**config.mk**
```make
export PLATFORM = sky130hd
export DESIGN_NAME = hazard_ctrl
export DESIGN_NICKNAME = d
export VERILOG_FILES = /design/src/rtl/hazard_ctrl.sv
export SDC_FILE = /design/constraint.sdc
export NUM_CORES = 1
export LEC_CHECK = 0
export BUFFER_PORTS_ARGS = -buffer_cell sky130_fd_sc_hd__buf_2
export CORE_ASPECT_RATIO = 1.2
export CORE_UTILIZATION = 51
export CTS_BUF_LIST = sky130_fd_sc_hd__clkbuf_16
export DETAILED_ROUTE_END_ITERATION = 10
export PLACE_DENSITY_LB_ADDON = 0.08
export RECOVER_POWER = 100
export SLEW_MARGIN = 20
export SYNTH_ARGS = -nofsm -noshare
export SYNTH_HDL_FRONTEND = slang
export SYNTH_SLANG_ARGS = --single-unit
```
**constraint.sdc**
```tcl
create_clock -name clk_i -period 2.9 [get_ports clk_i]
set_input_delay 0 -clock clk_i [delete_from_list [all_inputs] [get_ports clk_i]]
set_output_delay 0 -clock clk_i [all_outputs]
set_load 0.05 [all_outputs]
```
**src/rtl/hazard_ctrl.sv**
```systemverilog
// Central hazard controller for the 5-stage pipeline: EX forwarding selects,
// load-use / redirect / cache-miss stall sequencing, miss watchdog and perf counters.
module hazard_ctrl #(
    parameter int CNT_W        = 32,
    parameter int MISS_TIMEOUT = 0
) (
    input  logic             clk_i,
    input  logic             rst_i,
    input  logic [4:0]       rs1D_i,
    input  logic [4:0]       rs2D_i,
    input  logic [4:0]       rs1E_i,
    input  logic [4:0]       rs2E_i,
    input  logic [4:0]       rdE_i,
    input  logic             LoadE_i,
    input  logic [4:0]       rdM_i,
    input  logic             RegWriteM_i,
    input  logic [4:0]       rdW_i,
    input  logic             RegWriteW_i,
    input  logic             PCSrcE_i,
    input  logic             CacheMissM_i,
    input  logic             CacheReadyM_i,
    output logic [1:0]       ForwardAE_o,
    output logic [1:0]       ForwardBE_o,
    output logic             StallF_o,
    output logic             StallD_o,
    output logic             StallE_o,
    output logic             StallM_o,
    output logic             FlushD_o,
    output logic             FlushE_o,
    output logic             BubbleW_o,
    output logic             MissTimeout_o,
    output logic [CNT_W-1:0] StallCycles_o,
    output logic [CNT_W-1:0] MissCycles_o
);

    localparam int                WD_W    = (MISS_TIMEOUT < 2) ? 1 : $clog2(MISS_TIMEOUT + 1);
    localparam logic [WD_W-1:0]   WD_MAX  = WD_W'(MISS_TIMEOUT);
    localparam logic [CNT_W-1:0]  CNT_MAX = '1;

    typedef enum logic [1:0] {
        RUN       = 2'd0,
        MISS_WAIT = 2'd1,
        RESUME    = 2'd2
    } state_t;

    state_t            state_q, state_d;
    logic              lu;
    logic              miss_stall;
    logic [WD_W-1:0]   wd_cnt_q, wd_cnt_d;
    logic              timeout_q;
    logic [CNT_W-1:0]  stall_cnt_q, miss_cnt_q;

    // MEM result is younger than WB, so it wins when both match.
    function automatic logic [1:0] fwd_sel(input logic [4:0] rs,
                                           input logic       wr_m, input logic [4:0] rd_m,
                                           input logic       wr_w, input logic [4:0] rd_w);
        if (rs == 5'd0)                 return 2'b00;
        else if (wr_m && rd_m == rs)    return 2'b10;
        else if (wr_w && rd_w == rs)    return 2'b01;
        else                            return 2'b00;
    endfunction

    always_comb begin
        lu         = LoadE_i && (rdE_i != 5'd0) && ((rdE_i == rs1D_i) || (rdE_i == rs2D_i));
        miss_stall = (state_q == MISS_WAIT) ||
                     ((state_q == RUN) && CacheMissM_i && !CacheReadyM_i);
    end

    // NOTE: every output gets a default before any branch, so no latch is inferred.
    always_comb begin
        state_d = state_q;
        case (state_q)
            RUN:       if (CacheMissM_i && !CacheReadyM_i) state_d = MISS_WAIT;
            MISS_WAIT: if (CacheReadyM_i)                  state_d = RESUME;
            RESUME:                                        state_d = RUN;
            default:                                       state_d = RUN;
        endcase

        wd_cnt_d = wd_cnt_q;
        if (state_q == RUN && state_d == MISS_WAIT)
            wd_cnt_d = WD_W'(1);
        else if (state_q == MISS_WAIT && state_d == MISS_WAIT && wd_cnt_q != WD_MAX)
            wd_cnt_d = wd_cnt_q + WD_W'(1);
    end

    always_comb begin
        ForwardAE_o = 2'b00;
        ForwardBE_o = 2'b00;
        StallF_o    = 1'b0;
        StallD_o    = 1'b0;
        StallE_o    = 1'b0;
        StallM_o    = 1'b0;
        FlushD_o    = 1'b0;
        FlushE_o    = 1'b0;
        BubbleW_o   = 1'b0;
        if (!rst_i) begin
            ForwardAE_o = fwd_sel(rs1E_i, RegWriteM_i, rdM_i, RegWriteW_i, rdW_i);
            ForwardBE_o = fwd_sel(rs2E_i, RegWriteM_i, rdM_i, RegWriteW_i, rdW_i);
            // A held EX instruction re-raises its redirect once the miss releases.
            if (miss_stall) begin
                StallF_o  = 1'b1;
                StallD_o  = 1'b1;
                StallE_o  = 1'b1;
                StallM_o  = 1'b1;
                BubbleW_o = 1'b1;
            end else if (PCSrcE_i) begin
                FlushD_o = 1'b1;
                FlushE_o = 1'b1;
            end else if (lu) begin
                StallF_o = 1'b1;
                StallD_o = 1'b1;
                FlushE_o = 1'b1;
            end
        end
    end

    // NOTE: sequential state uses non-blocking assignments so all registers update together.
    always_ff @(posedge clk_i) begin
        if (rst_i) begin
            state_q     <= RUN;
            wd_cnt_q    <= '0;
            timeout_q   <= 1'b0;
            stall_cnt_q <= '0;
            miss_cnt_q  <= '0;
        end else begin
            state_q <= state_d;
            if (StallF_o && stall_cnt_q != CNT_MAX)
                stall_cnt_q <= stall_cnt_q + CNT_W'(1);
            if (state_q == MISS_WAIT && miss_cnt_q != CNT_MAX)
                miss_cnt_q <= miss_cnt_q + CNT_W'(1);
            if (MISS_TIMEOUT > 0) begin
                wd_cnt_q <= wd_cnt_d;
                if (state_d == MISS_WAIT && wd_cnt_d == WD_MAX)
                    timeout_q <= 1'b1;
            end
        end
    end

    assign MissTimeout_o = timeout_q;
    assign StallCycles_o = stall_cnt_q;
    assign MissCycles_o  = miss_cnt_q;

endmodule

```
* Yosys cells after proc, flatten, opt, wreduce, memory -nomap -nowiden *
Cells that the tools add are included.

cells by class
  add/sub/neg operators = 2
  eq/ne operators = 11
  mux-type cells = 23
  reduce and logical (&&, ||, !) cells = 19

operators by type and width
  cell                                                 number
  adder 32 x 1 -> 32 bit, second input constant        2
  != test 32 bit, second input constant                2
  equality test 5 bit                                  6
  2-to-1 mux 2 bit                                     8
  2-to-1 mux 1 bit                                     14
  logical AND 1 bit                                    11
  zero test 5 bit                                      2
  nonzero test 5 bit                                   1
  != test 2 bit, second input constant                 2
  one-hot mux 2 bit (2 select lines)                   1
  equality test 2 x 1 -> 1 bit, second input constant  1
  zero test 2 bit                                      1
  logical OR 1 bit                                     2
  AND reduction 2 bit                                  1
  zero test 1 bit                                      1

storage, ports and cells
  register bits = 66
  bits of input ports = 43
  output and inout bits = 76
  logic and storage cells = 58

* Logic depth before layout (Yosys ltp) *
Gate-level depths: netlist (run 1).

  word-level depth = 8
  depth in mapped cells = 9
  mapped depth without buffers = 8

* Worst setup path before layout (run 1) *
Ideal clock, no wire load.

  path kind = reg-to-reg
  from = register stall_cnt_q[3], in the netlist StallCycles_o[3]
  to = register stall_cnt_q[13], in the netlist StallCycles_o[13]
  setup time = 121 ps
  arrival = 2,451 ps
  data required time = 2,779 ps
  slack = 328 ps
  cell stages (with the launch flop) = 8
  buffers on the path = 0
  period minus slack after synthesis = 2,572 ps
  cell sequence = dfxtp_1 and4_4 nand4_4 or4_4 nor2_8 nor4_1 and3_1 mux2_4

between the ends
  cells in the longest elaborated chain, start to end = 2
  elaborated cells on any way between the ends = 3
  classes of those cells = add/sub: 1; eq/ne: 1; reduce/logical: 1

RTL lines
  element                                                         line  RTL
  from (decl)                                                     51    logic [CNT_W-1:0] stall_cnt_q, miss_cnt_q;
  from (signal assigned)                                          128   stall_cnt_q <= stall_cnt_q + CNT_W'(1);
  branches (longest 2 deep; another with adder 32 x 1 -> 32 bit)  -

Parallel ways; which one is timed is not known.
A chain may end at the register's enable or synchronous reset.

* Final worst setup path (run 1) *
  from = register stall_cnt_q[8], in the netlist StallCycles_o[8]
  to = register stall_cnt_q[3], in the netlist StallCycles_o[3]

between the ends
  cells in the longest elaborated chain, start to end = 2

RTL lines
  element            line  RTL
  != test 32 bit     127   if (StallF_o && stall_cnt_q != CNT_MAX)
  logical AND 1 bit  127

Every way passes these cells.

==> results.sh, run 1 <==
export IMPL_finalHoldViolCount=0
export IMPL_r2r_cells=8
export IMPL_r2r_start="StallCycles_o[8]$_SDFFE_PP0P_"
export IMPL_grt_usage=0.238
export IMPL_report_final_slew_viol_count=0
export IMPL_slew_headroom=0.403
export IMPL_die_h_um=93.9
export IMPL_start_kind="register"
export IMPL_clock_path_buffers=2
export IMPL_post_cts_setup_buffer_count=0
export IMPL_wl_per_cell_um=13.0
export IMPL_cp_max_fo=14
export IMPL_power_density_nw_per_um2=474
export IMPL_crit_type="register to register"
export IMPL_crit_start="StallCycles_o[8]$_SDFFE_PP0P_"
export IMPL_ctsHoldBuffers=3
export IMPL_dieArea_um2=7380
export IMPL_period_needed_ns=2.54
export IMPL_netlist_area_um2=3590
export IMPL_synth_fp_nets=476
export IMPL_die_width_um=78.6
export IMPL_ant_nets=0
export IMPL_gr_total_overflow=0
export IMPL_synth_edf_count=0
export IMPL_nFillCells=671
export IMPL_synthDistinctLibCells=45
export IMPL_skew_ns=0.00754
export IMPL_n_antenna_cell=0
export IMPL_register_area_um2=1320
export IMPL_drive_gt1_frac=0.116
export IMPL_cts_root_buf="clkbuf_16"
export IMPL_cts_tree="done"
export IMPL_power_frac_seq=0.440
export IMPL_fin_hold_ws_ns=0.162
export IMPL_place_ws_ns=0.522
export IMPL_syn_instance_count=431
export IMPL_routed_wl_mm=8.31
export IMPL_max_vdd_ir_drop_mv=0.266
export IMPL_internal_power_uw=1550
export IMPL_required_ns=3.10
export IMPL_setup_tns_ns=0
export IMPL_cts_inserted_buffers=9
export IMPL_holdCritPathClass="input port to register"
export IMPL_setup_viol=0
export IMPL_place_gp_congestion=0.894
export IMPL_grt_pass1_vias=3208
export IMPL_critical_path_endpoint="StallCycles_o[3]$_SDFFE_PP0P_"
export IMPL_synth_yosys_seq_area_share=0.368
export IMPL_synthFlopType="dfxtp_1"
export IMPL_syn_to_final_growth_pct=22.2
export IMPL_grt_max_degree=67
export IMPL_path_clk_slew_ns=0.06
export IMPL_yosys_warnings=0
export IMPL_htreeDepth=3
export IMPL_leakagePower_uw=0.00155
export IMPL_cp_arrival_ns=2.73
export IMPL_syn_avg_cell_area_um2=8.33
export IMPL_row_count=33
export IMPL_fin_ws_ns=0.365
export IMPL_pwr_share_comb=0.087
export IMPL_rrSetupSlack_ns=0.36
export IMPL_fin_nets=592
export IMPL_drt_iter0_drc=143
export IMPL_grt_pass1_wl_mm=14.0
export IMPL_synthArstFlopShare=0
export IMPL_status="completed"
export IMPL_drc=0
export IMPL_worst_slew_pin_slew_ns=0.887
export IMPL_final_common_cell="clkbuf_1"
export IMPL_worst_r2r_endpoint="StallCycles_o[3]$_SDFFE_PP0P_"
export IMPL_core_area_um2=6810
export IMPL_ys_seq_elements=66
export IMPL_p_switching_uw=530
export IMPL_via_count=3395
export IMPL_mostFrequentLayoutCells="76 x clkbuf_1, 73 x nor2_1, 66 x dfxtp_1"
export IMPL_rsz0062_at_grt="false"
export IMPL_num_io_pins=119
export IMPL_drv_cap=0
export IMPL_drtPass1Iterations=4
export IMPL_end_kind="register"
export IMPL_clk_latency_ns=0.33
export IMPL_start_util=0.527
export IMPL_cts_sinks=66
export IMPL_via_per_inst=5.31
export IMPL_pwr_share_clk=0.473
export IMPL_multiInputGateArea_um2=2120
export IMPL_antenna_found_initial=0
export IMPL_swShare=0.255
export IMPL_post_route_period_util=0.874
export IMPL_dpl_hpwl_mm=6.06
export IMPL_max_freq_mhz=394
export IMPL_io_buffers=117
export IMPL_post_cts_resized=0
## cell usage after synthesis, drive strengths merged, types with 9 or more instances
cell / instances / area share
or3: 9 / 0.016
nand3: 23 / 0.032
nand2: 34 / 0.036
clkbuf: 10 / 0.010
xnor2: 47 / 0.11
nor3: 21 / 0.029
nor4: 18 / 0.039
nand4: 14 / 0.029
nor2: 74 / 0.082
dfxtp: 66 / 0.37
xor2: 35 / 0.085
## power groups by stage
stage          registers [uW]  logic [uW]  clock network, uW
4_1_cts                   916         185               1010
6_report                  916         181                984
3_5_place_dp              936         181                  0
3_3_place_gp              935         178                  0
2_1_floorplan             946         112                  0
5_1_grt                   916         198               1040
## cells by family after synthesis
group                      Yosys count  synth area share
DFF                                 66             0.368
buffers and inverters               24            0.0331
adders and majority gates            2           0.00697
xor gates and xnor gates            82             0.200
and+or+nand+nor                    230             0.340
other                                1           0.00104
muxes                                5            0.0160
AOI/OAI and AO/OA                   21            0.0352
## per-stage QoR
step / cells / util / area (um2) / power (uW)
floorplan: 431 / - / 3590 / 1060
finish: 639 / 0.644 / 4390 / 2080
CTS: 639 / 0.662 / 4510 / 2110
global placement: 620 / 0.618 / 4210 / 1110
global route: 639 / 0.644 / 4390 / 2160
detailed placement: 620 / 0.618 / 4210 / 1120
## state kept, by name, summed over array words and instances (netlist names)
signal / flops
state_q: 2
StallCycles_o: 32
MissCycles_o: 32
## how the worst min path moves through the flow
stage             startpoint                        endpoint  slack (ns)  depth (start not counted)
2_1_floorplan  CacheReadyM_i         state_q[0]$_SDFFE_PP0P_        0.08                          1
3_3_place_gp   CacheReadyM_i         state_q[0]$_SDFFE_PP0P_        0.18                          2
3_5_place_dp   CacheReadyM_i         state_q[0]$_SDFFE_PP0P_        0.18                          2
4_1_cts             PCSrcE_i  StallCycles_o[28]$_SDFFE_PP0P_        0.17                          5
5_1_grt             PCSrcE_i  StallCycles_o[28]$_SDFFE_PP0P_        0.22                          5
6_report            PCSrcE_i  StallCycles_o[28]$_SDFFE_PP0P_        0.16                          5
## critical path, stage by stage, from the launching register on
cell	delay (ns)
dfxtp_1	0.43
and4_1	0.25
nand3_1	0.17
or4_1	0.67
nor2_8	0.24
clkbuf_2	0.30
nor3_1	0.10
xnor2_1	0.18
nor2_1	0.05
## routing by layer
metal / vias up / part of all wire / track usage
met5: - / 0 / 0
met4: 0 / 0.019 / 0.116
met3: 15 / 0.041 / 0.0505
met2: 85 / 0.51 / 0.430
met1: 1574 / 0.43 / 0.261
li1: 1721 / - / -
## layout make-up
type                       instances  area share
clock inverter                     7      0.0106
tap                               87      0.0248
sequential                        66       0.301
inverter                           6     0.00513
multi-input combinational        341       0.484
clock buffer                       9      0.0513
timing repair buffer             123       0.123
No activity file was read; power rests on OpenSTA's default activity.
==> inputs of run 2 (changes only) <==
--- a/config.mk
+++ b/config.mk
@@ -7,10 +7,10 @@
 export LEC_CHECK = 0
 export BUFFER_PORTS_ARGS = -buffer_cell sky130_fd_sc_hd__buf_2
 export CORE_ASPECT_RATIO = 1.2
-export CORE_UTILIZATION = 51
+export CORE_UTILIZATION = 50
 export CTS_BUF_LIST = sky130_fd_sc_hd__clkbuf_16
 export DETAILED_ROUTE_END_ITERATION = 10
-export PLACE_DENSITY_LB_ADDON = 0.08
+export PLACE_DENSITY = 0.79
 export RECOVER_POWER = 100
 export SLEW_MARGIN = 20
 export SYNTH_ARGS = -nofsm -noshare
==> run 2 against run 1 <==
Effect of this change:
- utilization is 1.0 points lower
- sequential power about the same
- clock power down 2.9%
- combinational power barely moved
- first-iteration DRC count is 9.1% lower
- final cell count down 0.16%
- final area decreased by 0.43%
- sequential cell count stayed put
- wire length grew 4.7%
- maximum frequency shrank 0.62%
- clock-buffer cell count is the same
- non-clock buffer count is 1 lower
- largest power group unchanged
==> results.sh, run 2 (same netlist as run 1, synthesis figures left out) <==
export IMPL_status="completed"
export IMPL_cpMostUsedCell="nor2_1"
export IMPL_post_route_period_util=0.880
export IMPL_p_switching_uw=510
export IMPL_worst_r2r_endpoint="StallCycles_o[1]$_SDFFE_PP0P_"
export IMPL_grt_max_degree=55
export IMPL_start_util=0.521
export IMPL_path_cells="and4_1 -> nand3_1 -> or4_1 -> nor2_8 -> clkbuf_2 -> nor2_1 -> mux2i_1 -> nor2_1"
export IMPL_setup_tns_ns=0
export IMPL_cpMaxStageDelayCell="or4_1"
export IMPL_dieArea_um2=7530
export IMPL_place_gp_congestion=0.858
export IMPL_drive_gt1_frac=0.116
export IMPL_worst_slew_pin_slew_ns=0.963
export IMPL_cpLargestDelayFamily="simple AND/OR/NAND/NOR gates"
export IMPL_postPlaceCellArea_um2=4210
export IMPL_ant_nets=0
export IMPL_via_count=3466
export IMPL_power_uw=2050
export IMPL_power_density_nw_per_um2=470
export IMPL_row_count=33
export IMPL_r2r_cells=8
export IMPL_routed_wl_mm=8.70
export IMPL_mostFrequentLayoutCells="75 x clkbuf_1, 73 x nor2_1, 66 x dfxtp_1"
export IMPL_internal_power_uw=1540
export IMPL_worstSetupPathDepth=8
export IMPL_busiest_layer="met2"
export IMPL_cts_root_buf="clkbuf_16"
export IMPL_htreeDepth=3
export IMPL_start_kind="register"
export IMPL_fin_area_um2=4370
export IMPL_rsz0062_at_grt="false"
export IMPL_power_frac_seq=0.447
export IMPL_slew_headroom=0.358
export IMPL_fin_hold_ws_ns=0.159
export IMPL_die_width_um=79.4
export IMPL_n_antenna_cell=0
export IMPL_crit_start="StallCycles_o[8]$_SDFFE_PP0P_"
export IMPL_io_buffers=117
export IMPL_cts_sinks=66
export IMPL_r2r_start="StallCycles_o[8]$_SDFFE_PP0P_"
export IMPL_dpl_hpwl_mm=6.47
export IMPL_cts_tree="done"
export IMPL_pwr_share_clk=0.465
export IMPL_report_final_slew_viol_count=0
export IMPL_drv_cap=0
export IMPL_clock_path_buffers=2
export IMPL_cts_inserted_buffers=9
export IMPL_pwr_share_comb=0.088
export IMPL_syn_to_final_growth_pct=21.6
export IMPL_die_h_um=94.8
export IMPL_cp_max_fo=15
export IMPL_holdCritPathClass="input port to register"
export IMPL_clk_latency_ns=0.33
export IMPL_final_util=0.633
export IMPL_grt_usage=0.239
export IMPL_max_freq_mhz=392
export IMPL_via_per_inst=5.43
export IMPL_period_needed_ns=2.55
export IMPL_crit_type="register to register"
export IMPL_drc=0
export IMPL_finalHoldViolCount=0
export IMPL_wl_per_cell_um=13.6
export IMPL_leakagePower_uw=0.00156
export IMPL_fin_nets=591
export IMPL_worst_path_largest_cell_delay_ns=0.66
export IMPL_use_met2=0.443
export IMPL_post_cts_resized=0
export IMPL_rrSetupSlack_ns=0.35
export IMPL_grt_pass1_wl_mm=14.4
export IMPL_required_ns=3.08
export IMPL_grt_met1_usage=0.262
export IMPL_gr_total_overflow=0
export IMPL_max_vdd_ir_drop_mv=0.330
export IMPL_num_io_pins=119
export IMPL_swShare=0.249
export IMPL_antenna_found_initial=0
export IMPL_core_area_um2=6900
export IMPL_cp_arrival_ns=2.73
export IMPL_grt_pass1_vias=3263
export IMPL_ctsHoldBuffers=2
export IMPL_post_cts_setup_buffer_count=0
export IMPL_end_kind="register"
export IMPL_skew_ns=0.00446
export IMPL_path_buf_inv=1
export IMPL_setup_viol=0
export IMPL_critical_path_endpoint="StallCycles_o[1]$_SDFFE_PP0P_"
export IMPL_final_common_cell="clkbuf_1"
export IMPL_drtPass1Iterations=4
export IMPL_use_met3=0.0386
export IMPL_drt_iter0_drc=130
export IMPL_path_clk_slew_ns=0.05
[run 2: cell types whose count changed in the layout (fill, tap and decap cells not counted), sizes merged]
cell | previous run | this run
inv | 6 | 8
dlygate4sd3 | 3 | 2
clkinvlp | 2 | 1
clkinv | 5 | 4
[run 2: worst min path at each step]
stage                     cells past startpoint                             end  slack [ns]           from
after floorplan                               1         state_q[0]$_SDFFE_PP0P_        0.08  CacheReadyM_i
after global placement                        2         state_q[0]$_SDFFE_PP0P_        0.18  CacheReadyM_i
final                                         5  StallCycles_o[28]$_SDFFE_PP0P_        0.16       PCSrcE_i
after detailed placement                      2         state_q[0]$_SDFFE_PP0P_        0.19  CacheReadyM_i
after global routing                          5  StallCycles_o[28]$_SDFFE_PP0P_        0.21       PCSrcE_i
after CTS                                     2  StallCycles_o[19]$_SDFFE_PP0P_        0.08          rst_i
[run 2: routing by layer]
| metal | up-vias | routed length [um] |
|---|---|---|
| met3 | 15 | 303 |
| met1 | 1646 | 3650 |
| met5 | - | 0 |
| li1 | 1727 | - |
| met2 | 78 | 4570 |
| met4 | 0 | 176 |
[run 2: metrics by stage]
| step | setup WS [ns] | cells |
|---|---|---|
| finish | 0.349 | 638 |
| global route | 0.206 | 638 |
| CTS | 0.507 | 638 |
| detailed placement | 0.533 | 620 |
| global placement | 0.607 | 620 |
| floorplan | 0.328 | 431 |
[run 2: layout make-up]
cell class / instances / area [um2]
sequential: 66 / 1320
fill: 646 / 2530
timing repair buffer: 122 / 529
tap: 87 / 109
multi-input combinational: 341 / 2120
clock inverter: 7 / 38.8
inverter: 6 / 22.5
clock buffer: 9 / 225
[run 2: worst reg2reg max path: cells and delay by family, from the launching register on]
family        cells  cell delay [ns]
mux               1             0.18
simple gates      6             1.48
buf+inv           1             0.29
flops             1             0.44
[run 2: power by group through the flow]
stage / Sequential (uW) / Clock [uW] / Combinational [uW]
CTS: 916 / 969 / 186
finish: 917 / 955 / 181
global route: 917 / 1010 / 198
global placement: 935 / 0 / 177
detailed placement: 936 / 0 / 183
floorplan: 946 / 0 / 112
==> inputs of run 3 (changes only) <==
--- a/config.mk
+++ b/config.mk
@@ -10,6 +10,7 @@
 export CORE_UTILIZATION = 50
 export CTS_BUF_LIST = sky130_fd_sc_hd__clkbuf_16
 export DETAILED_ROUTE_END_ITERATION = 10
+export MAX_ROUTING_LAYER = met4
 export PLACE_DENSITY = 0.79
 export RECOVER_POWER = 100
 export SLEW_MARGIN = 20
==> run 3 against run 2 <==
Effect of this change:
- register-to-register slack hardly changed
- clock-buffer cell count stayed put
- sequential share of layout area stayed put
- final cell count stayed put
- sequential power hardly changed
- wire length is 0.22% higher
- setup slack better by 0.012 ns
- final area stayed put
- combinational power hardly changed
- die area stayed put
- global-route usage is 0.70 points higher
- maximum frequency is 0.46% higher
- critical endpoint unchanged
- largest cell class unchanged
- highest routed layer unchanged
==> results.sh, run 3 (same netlist as run 1, synthesis figures left out) <==
export IMPL_status="completed"
export IMPL_end_kind="register"
export IMPL_via_per_inst=5.45
export IMPL_die_h_um=94.8
export IMPL_required_ns=3.08
export IMPL_finalHoldViolCount=0
export IMPL_drtPass1Iterations=4
export IMPL_leakagePower_uw=0.00156
export IMPL_core_area_um2=6900
export IMPL_cp_max_fo=15
export IMPL_drv_cap=0
export IMPL_drive_gt1_frac=0.116
export IMPL_grt_usage=0.246
export IMPL_report_final_slew_viol_count=0
export IMPL_dieArea_um2=7530
export IMPL_drc=0
export IMPL_row_count=33
export IMPL_dpl_hpwl_mm=6.47
export IMPL_setup_viol=0
export IMPL_die_width_um=79.4
export IMPL_grt_pass1_wl_mm=14.4
export IMPL_via_count=3479
export IMPL_post_route_period_util=0.876
export IMPL_max_vdd_ir_drop_mv=0.331
export IMPL_clk_latency_ns=0.33
export IMPL_fin_hold_ws_ns=0.159
export IMPL_nFillCells=646
export IMPL_grt_pass1_vias=3267
export IMPL_start_util=0.521
export IMPL_skew_ns=0.00489
export IMPL_htreeDepth=3
export IMPL_cts_tree="done"
export IMPL_path_clk_slew_ns=0.06
export IMPL_max_freq_mhz=394
export IMPL_drt_iter0_drc=122
export IMPL_io_buffers=117
export IMPL_instances_no_fill=638
export IMPL_cp_arrival_ns=2.72
export IMPL_cts_root_buf="clkbuf_16"
export IMPL_cts_inserted_buffers=9
export IMPL_num_io_pins=119
export IMPL_crit_type="register to register"
export IMPL_rsz0062_at_grt="false"
export IMPL_slew_headroom=0.347
export IMPL_start_kind="register"
export IMPL_place_gp_congestion=0.872
export IMPL_place_inst=620
export IMPL_period_needed_ns=2.54
export IMPL_final_common_cell="clkbuf_1"
export IMPL_mostFrequentLayoutCells="75 x clkbuf_1, 73 x nor2_1, 66 x dfxtp_1"
export IMPL_syn_to_final_growth_pct=21.6
export IMPL_holdCritPathClass="input port to register"
export IMPL_ant_nets=0
export IMPL_cts_sinks=66
export IMPL_final_util=0.633
export IMPL_wl_per_cell_um=13.7
export IMPL_worst_slew_pin_slew_ns=0.980
export IMPL_n_antenna_cell=0
export IMPL_gr_total_overflow=0
export IMPL_setup_tns_ns=0
export IMPL_clock_path_buffers=2
export IMPL_fin_nets=591
export IMPL_routed_wl_mm=8.72
export IMPL_post_cts_resized=0
export IMPL_power_density_nw_per_um2=470
export IMPL_grt_max_degree=55
export IMPL_antenna_found_initial=0
==> run 3: metal layers <==
layer,GRT usage,vias to the layer above,share of wire
li1,-,1727,-
met1,0.262,1648,0.42
met2,0.443,89,0.53
met3,0.0386,15,0.035
met4,0.117,0,0.017
met5,-,-,0
==> run 3: area by class of cell <==
cell class / count / area (um2) / area share
clock buffers: 9 / 225 / 0.0516
clock inverters: 7 / 38.8 / 0.00888
inverters: 6 / 22.5 / 0.00516
multi-input cells: 341 / 2120 / 0.486
flip-flops and latches: 66 / 1320 / 0.302
well taps: 87 / 109 / 0.0249
repair buffers: 122 / 529 / 0.121
==> run 3: timing repair <==
| action | in CTS | in global routing |
|---|---|---|
| buffers inserted | 0 | 0 |
| hold endpoints to repair | 2 | 0 |
| hold buffers | 2 | 0 |
==> run 3: final timing paths <==
kind,cells past startpoint,end,start,slack [ns]
setup / recovery,8,StallCycles_o[1]$_SDFFE_PP0P_,StallCycles_o[8]$_SDFFE_PP0P_,0.36
hold / removal,5,StallCycles_o[28]$_SDFFE_PP0P_,PCSrcE_i,0.16
setup reg to reg,8,StallCycles_o[1]$_SDFFE_PP0P_,StallCycles_o[8]$_SDFFE_PP0P_,0.36
hold reg to reg,1,StallCycles_o[31]$_SDFFE_PP0P_,StallCycles_o[31]$_SDFFE_PP0P_,0.49
==> run 3: stage by stage <==
step | worst slack (ns) | cell area (um2) | power (uW)
4_1_cts | 0.507 | 4500 | 2070
6_report | 0.360 | 4370 | 2060
2_1_floorplan | 0.328 | 3590 | 1060
3_3_place_gp | 0.607 | 4210 | 1110
3_5_place_dp | 0.533 | 4210 | 1120
5_1_grt | 0.206 | 4370 | 2130
==> run 3: critical path, cell delays in order (launching register included) <==
cell and delay [ns]:
dfxtp_1 0.43, and4_1 0.26, nand3_1 0.16, or4_1 0.66, nor2_8 0.24, clkbuf_2 0.29
nor2_1 0.11, mux2i_1 0.18, nor2_1 0.05
==> run 3: power by group <==
group	internal [uW]	switching, uW
registers	911	5.36
clock network	568	390
logic	63.5	118
total	1540	513
